--- src/rtl/fm_buffer_read_ctrl_pkg.sv ---
// Shared types and default sizing for the feature-map read-side controller.
// Width constants below describe the default 8-kernel, 1024-word configuration.
package fm_buffer_read_ctrl_pkg;

    // Bit width needed to index n items, never less than one bit.
    function automatic int clog2_w(input int n);
        return (n > 1) ? $clog2(n) : 1;
    endfunction

    localparam int NUM_KERNELS_DEF = 8;
    localparam int FM_DEPTH_DEF    = 1024;
    localparam int RAM_LAT_DEF     = 2;

    localparam int FM_ADDR_W = clog2_w(FM_DEPTH_DEF);
    localparam int KSEL_W    = clog2_w(NUM_KERNELS_DEF);
    localparam int WADDR_W   = clog2_w(NUM_KERNELS_DEF * FM_DEPTH_DEF);
    localparam int PIXEL_W   = 8;

    typedef enum logic [1:0] {
        ST_IDLE,
        ST_READ,
        ST_DRAIN,
        ST_RELEASE
    } rd_state_e;

endpackage

--- src/rtl/fm_rd_valid_pipe.sv ---
// Delay line carrying the read-issue valid and last flags alongside the RAM
// read latency plus the output pixel register; DEPTH must be at least 2.
module fm_rd_valid_pipe
    import fm_buffer_read_ctrl_pkg::*;
#(
    parameter int DEPTH = RAM_LAT_DEF + 1
) (
    input  logic clock,
    input  logic clear,
    input  logic vld_i,
    input  logic last_i,
    output logic vld_o,
    output logic last_o
);

    logic [DEPTH-1:0] vld_q;
    logic [DEPTH-1:0] last_q;

    // NOTE: non-blocking assignments let every stage shift from its pre-edge value.
    always_ff @(posedge clock) begin
        if (clear) begin
            vld_q  <= '0;
            last_q <= '0;
        end else begin
            vld_q  <= {vld_q[DEPTH-2:0], vld_i};
            last_q <= {last_q[DEPTH-2:0], last_i};
        end
    end

    assign vld_o  = vld_q[DEPTH-1];
    assign last_o = last_q[DEPTH-1];

endmodule

--- src/rtl/fm_buffer_read_ctrl.sv ---
// Sweeps every word of every feature-map buffer once buffer_full is raised and
// streams the pixels out. Define FM_RD_PAUSE_EN to add the pause input.
module fm_buffer_read_ctrl
    import fm_buffer_read_ctrl_pkg::*;
#(
    parameter int NUM_KERNELS  = NUM_KERNELS_DEF,
    parameter int FM_DEPTH     = FM_DEPTH_DEF,
    parameter int RAM_LAT      = RAM_LAT_DEF,
    localparam int RD_ADDR_W   = clog2_w(FM_DEPTH),
    localparam int RD_SEL_W    = clog2_w(NUM_KERNELS),
    localparam int RD_WADDR_W  = clog2_w(NUM_KERNELS * FM_DEPTH)
) (
    input  logic                  clock,
    input  logic                  reset,
    input  logic                  buffer_full,
`ifdef FM_RD_PAUSE_EN
    input  logic                  pause,
`endif
    output logic [RD_ADDR_W-1:0]  rdaddress,
    output logic [RD_SEL_W-1:0]   ram_select,
    input  logic [PIXEL_W-1:0]    data_out,
    output logic [RD_WADDR_W-1:0] weight_addr,
    output logic [PIXEL_W-1:0]    feature_pixel,
    output logic                  dval,
    output logic                  last,
    output logic                  buffer_release,
    output logic                  busy
);

    localparam int DRAIN_W = clog2_w(RAM_LAT + 1);
    localparam logic [RD_ADDR_W-1:0] ADDR_MAX  = RD_ADDR_W'(FM_DEPTH - 1);
    localparam logic [RD_SEL_W-1:0]  KSEL_MAX  = RD_SEL_W'(NUM_KERNELS - 1);
    localparam logic [DRAIN_W-1:0]   DRAIN_MAX = DRAIN_W'(RAM_LAT);

    rd_state_e               state_q;
    logic [RD_ADDR_W-1:0]    addr_q;
    logic [RD_SEL_W-1:0]     ksel_q;
    logic [RD_WADDR_W-1:0]   waddr_q;
    logic [DRAIN_W-1:0]      drain_q;
    logic                    release_q;
    logic                    busy_q;
    logic [PIXEL_W-1:0]      pixel_q;
    logic                    issue;
    logic                    issue_last;

    // A read is issued in every READ cycle that is not paused.
`ifdef FM_RD_PAUSE_EN
    assign issue = (state_q == ST_READ) && !pause;
`else
    assign issue = (state_q == ST_READ);
`endif
    assign issue_last = issue && (addr_q == ADDR_MAX) && (ksel_q == KSEL_MAX);

    // NOTE: reset is sampled on the clock edge, so it sits inside the clocked block.
    always_ff @(posedge clock) begin
        if (reset) begin
            state_q   <= ST_IDLE;
            addr_q    <= '0;
            ksel_q    <= '0;
            waddr_q   <= '0;
            drain_q   <= '0;
            release_q <= 1'b0;
            busy_q    <= 1'b0;
        end else begin
            release_q <= 1'b0;
            case (state_q)
                ST_IDLE: begin
                    if (buffer_full) begin
                        state_q <= ST_READ;
                        busy_q  <= 1'b1;
                        addr_q  <= '0;
                        ksel_q  <= '0;
                        waddr_q <= '0;
                    end
                end
                ST_READ: begin
                    if (issue_last) begin
                        state_q <= ST_DRAIN;
                        drain_q <= '0;
                    end else if (issue) begin
                        waddr_q <= waddr_q + 1'b1;
                        if (addr_q == ADDR_MAX) begin
                            addr_q <= '0;
                            ksel_q <= ksel_q + 1'b1;
                        end else begin
                            addr_q <= addr_q + 1'b1;
                        end
                    end
                end
                ST_DRAIN: begin
                    // The last issued word leaves the pixel register RAM_LAT+1 cycles later.
                    if (drain_q == DRAIN_MAX) begin
                        state_q   <= ST_RELEASE;
                        release_q <= 1'b1;
                    end else begin
                        drain_q <= drain_q + 1'b1;
                    end
                end
                ST_RELEASE: begin
                    if (!buffer_full) begin
                        state_q <= ST_IDLE;
                        busy_q  <= 1'b0;
                    end
                end
                default: begin
                    state_q <= ST_IDLE;
                    busy_q  <= 1'b0;
                end
            endcase
        end
    end

    always_ff @(posedge clock) begin
        if (reset) begin
            pixel_q <= '0;
        end else begin
            pixel_q <= data_out;
        end
    end

    fm_rd_valid_pipe #(
        .DEPTH (RAM_LAT + 1)
    ) u_valid_pipe (
        .clock  (clock),
        .clear  (reset),
        .vld_i  (issue),
        .last_i (issue_last),
        .vld_o  (dval),
        .last_o (last)
    );

    assign rdaddress      = addr_q;
    assign ram_select     = ksel_q;
    assign weight_addr    = waddr_q;
    assign feature_pixel  = pixel_q;
    assign buffer_release = release_q;
    assign busy           = busy_q;

endmodule

--- config.mk ---
export PLATFORM = sky130hd
export DESIGN_NAME = fm_buffer_read_ctrl
export DESIGN_NICKNAME = d
export VERILOG_FILES = /design/src/rtl/fm_buffer_read_ctrl_pkg.sv /design/src/rtl/fm_rd_valid_pipe.sv /design/src/rtl/fm_buffer_read_ctrl.sv
export SDC_FILE = /design/constraint.sdc
export NUM_CORES = 1
export LEC_CHECK = 0
export ABC_AREA = 1
export CAP_MARGIN = 30
export CELL_PAD_IN_SITES_DETAIL_PLACEMENT = 1
export CELL_PAD_IN_SITES_GLOBAL_PLACEMENT = 2
export CORE_ASPECT_RATIO = 2
export CORE_MARGIN = 4
export CORE_UTILIZATION = 28
export DETAILED_ROUTE_END_ITERATION = 8
export GPL_TIMING_DRIVEN = 0
export PLACE_DENSITY_LB_ADDON = 0.15
export SLEW_MARGIN = 20
export SYNTH_ARGS = -nofsm -noshare
export SYNTH_HDL_FRONTEND = slang
export SYNTH_SLANG_ARGS = --single-unit
--- constraint.sdc ---
create_clock -name clock -period 1.8 [get_ports clock]
set_input_delay 0.18 -clock clock [delete_from_list [all_inputs] [get_ports clock]]
set_output_delay 0.18 -clock clock [all_outputs]
set_load 0.05 [all_outputs]
==> flow_summary.toml <==
[worst_setup_path]
cp-end-kind = "output port"
crit_slowest_cell = "clkdlybuf4s50_1"
crit_fanout = 5
slowest_delay_ns = 0.83
cp_cell_sequence = "clkdlybuf4s50_1"
crit_type = "flip-flop to output port"
crit_path_start_kind = "flip-flop"
crit_arrival_ns = 1.54
crit_buf_inv = 1
critical_path_required_ns = 1.62
cp_top_family = "buffers and inverters"

[floorplanning]
rows = 46
core-area_um2 = 7940
start_util_pct = 28.8
die_h_um = 136
die_w_um = 71.9
io_pins = 49
dieArea_um2 = 9780

[run]
drv_cap = 0

[global_route]
antenna_found_initial = 0
grt_pass1_vias = 2335
overflow = 0
grt_pass1_wl_um = 11200
use_met2_pct = 29.3
grt_usage_pct = 14.9
gr-usage-met3_pct = 2.37
grt_busiest_layer = "met2"
grt_start_max_net_pins = 17
globalRouteMet1Util_pct = 14.9

[timing]
hold_viol = 0
worst_slack_ns = 0.0792
clock_skew_ns = 0.00735
rsz0062_at_grt = "no"
timing.fmax_mhz = 581
whs_ns = 0.135
worst_slew_pin_slew_ns = 0.523
setup_tns_ns = 0
drv_slew = 0
min_period_ns = 1.72
setup_viol = 0
slew_headroom_pct = 65.0
period_share_pct = 95.6

[finish]
final_nets = 395
antenna_cells = 0
area_growth_pct = 34.5
drive_gt1_share_pct = 10.1

[power_and_ir_drop]
swShare_pct = 41.3
p_switching_mw = 1.53
p_int_mw = 2.18
pwr-share-clk_pct = 25.8
p_leak_nw = 1.25
power.density_nw_per_um2 = 1210
ir_worst_vdd_mv = 0.599
seqPwrFrac_pct = 31.9
p_total_mw = 3.71
comb_power_share_pct = 42.3

[clocking]
clockBufferDepth = 2
hold_buffers = 0
cts-root-buf = "clkbuf_16"
clkTransAtPathRegs_ns = 0.07
cts_tree = "yes"
clk_latency_ns = 0.29
htree_levels = 2
cts-buffers-inserted = 5
clock-sinks = 46

[routing]
drtIter0Drc = 60
wire_per_inst_um = 14.0
detail-route-antenna-nets = 0
totalWireLength_um = 6630
drc = 0
first_pass_iters = 4
vias_per_cell = 4.63
num_vias = 2185

[placed_design]
routabilityCongestion = 0.742
dp_hpwl_um = 5190
portBuffers = 47
place_ws_ns = -0.0722

[yosys]
synthSimpleGateAreaFrac_pct = 33.5
synth-adder-area-share_pct = 4.92
synthCells = 320
synth-compound-area-share_pct = 9.29
syn-num-nets = 340
synth_top_area_cell = "dfxtp_1"
yosysWarnings = 0
synth_seq_cells = 46
yosys-top-cells-area = "dfxtp_1 40%, nand2_1 11%, nor2_1 9.5%, inv_1 7.9%, ha_1 4.9%"
synth_cell_types = 27
ys_seq_area_share_pct = 40.2
synth_area_per_cell_um2 = 7.16
synth_top_family_by_area = "simple AND/OR/NAND/NOR gates"
synth-xor-area-share_pct = 0
synth_top_area_share_pct = 40.2
syn-cell-area_um2 = 2290
synth.area.mux_share_pct = 0

[outcome]
status = "completed"

[worst_hold_path]
min_path_type = "primary input to flip-flop"
power by group through the flow:
stage / clock network (mW) / registers [mW] / logic (mW)
6_report: 0.959 / 1.18 / 1.57
5_1_grt: 1.04 / 1.20 / 1.75
4_1_cts: 1.01 / 1.18 / 1.60
3_5_place_dp: 0 / 1.21 / 1.54
3_3_place_gp: 0 / 1.20 / 1.54
2_1_floorplan: 0 / 1.37 / 0.938
cells in the final DEF (no fill, tap or decap):
cell type / count
nand2_8: 1
dlymetal6s2s_1: 3
nor3b_1: 1
a21oi_4: 2
inv_6: 2
nand3_2: 1
dfxtp_1: 41
buf_8: 1
dfxtp_2: 5
nor3_1: 5
buf_4: 2
inv_4: 1
inv_2: 1
nand2_2: 3
clkinvlp_4: 2
nand3_4: 2
buf_6: 4
buf_12: 1
nor2_2: 1
clkdlybuf4s50_1: 44
nor2_4: 2
o21ai_1: 7
clkbuf_16: 5
nand2_4: 2
clkbuf_1: 2
nor2_1: 58
nand4_1: 5
ha_1: 9
a21oi_1: 15
nand3_1: 21
inv_1: 48
o21ai_0: 5
o21bai_1: 6
nand2_1: 67
and2_1: 1
Yosys cell counts, drive strengths merged:
cell type  number
o21ai          12
dfxtp          46
nand2          73
inv            51
nor3b           1
nor3            5
nand3          24
o21bai          6
nand4           5
ha              9
nor2           61
and2            1
a21oi          17
buf             7
clkbuf          2
registers in the layout, indices dropped and copies added (netlist names):
signal	flops
u_valid_pipe.last_q	3
busy	1
ram_select	3
feature_pixel	8
state_q	2
rdaddress	10
u_valid_pipe.vld_q	3
weight_addr	13
drain_q	2
buffer_release	1
metal layers:
layer / share of wire (%) / up-vias / wire length [um]
met5: 0 / - / 0
li1: - / 1100 / -
met4: 2.2 / 0 / 149
met2: 58 / 30 / 3840
met3: 2.9 / 10 / 189
met1: 37 / 1045 / 2450
cell type report:
| class | instances | area [um2] |
|---|---|---|
| plain buffers | 8 | 75.1 |
| clock buffers | 5 | 125 |
| clock inverters | 3 | 23.8 |
| fillers | 994 | 4860 |
| inverters | 51 | 199 |
| multi-input cells | 214 | 1100 |
| flip-flops and latches | 46 | 927 |
| well taps | 96 | 120 |
| repair buffers | 49 | 505 |
final timing paths:
path                               start                     end  slack (ns)  cells past startpoint
hold / removal                     reset              state_q[0]        0.13                      2
setup / recovery            rdaddress[5]            rdaddress[5]        0.08                      1
setup reg to reg              state_q[0]          weight_addr[0]        0.14                     10
hold reg to reg   u_valid_pipe.last_q[0]  u_valid_pipe.last_q[1]        0.41                      2
stage by stage:
stage          cell area [um2]  utilization [%]  std cells
3_5_place_dp              2880             36.3        463
6_report                  3080             38.8        472
2_1_floorplan             2290                -        320
3_3_place_gp              2880             36.3        463
4_1_cts                   3060             38.5        473
5_1_grt                   3080             38.8        472
timing repair:
item                                    4_1_cts  5_1_grt
buffers inserted                              2        0
endpoints found under the setup margin       10       24
pin swaps                                     1        0
gates resized for setup                       0       12
cells by family after synthesis:
logic type / Yosys count
compound gates: 35
fa+ha+maj: 9
buf+inv: 60
flops: 46
simple gates: 170
(Power assumes the default switching activity.)
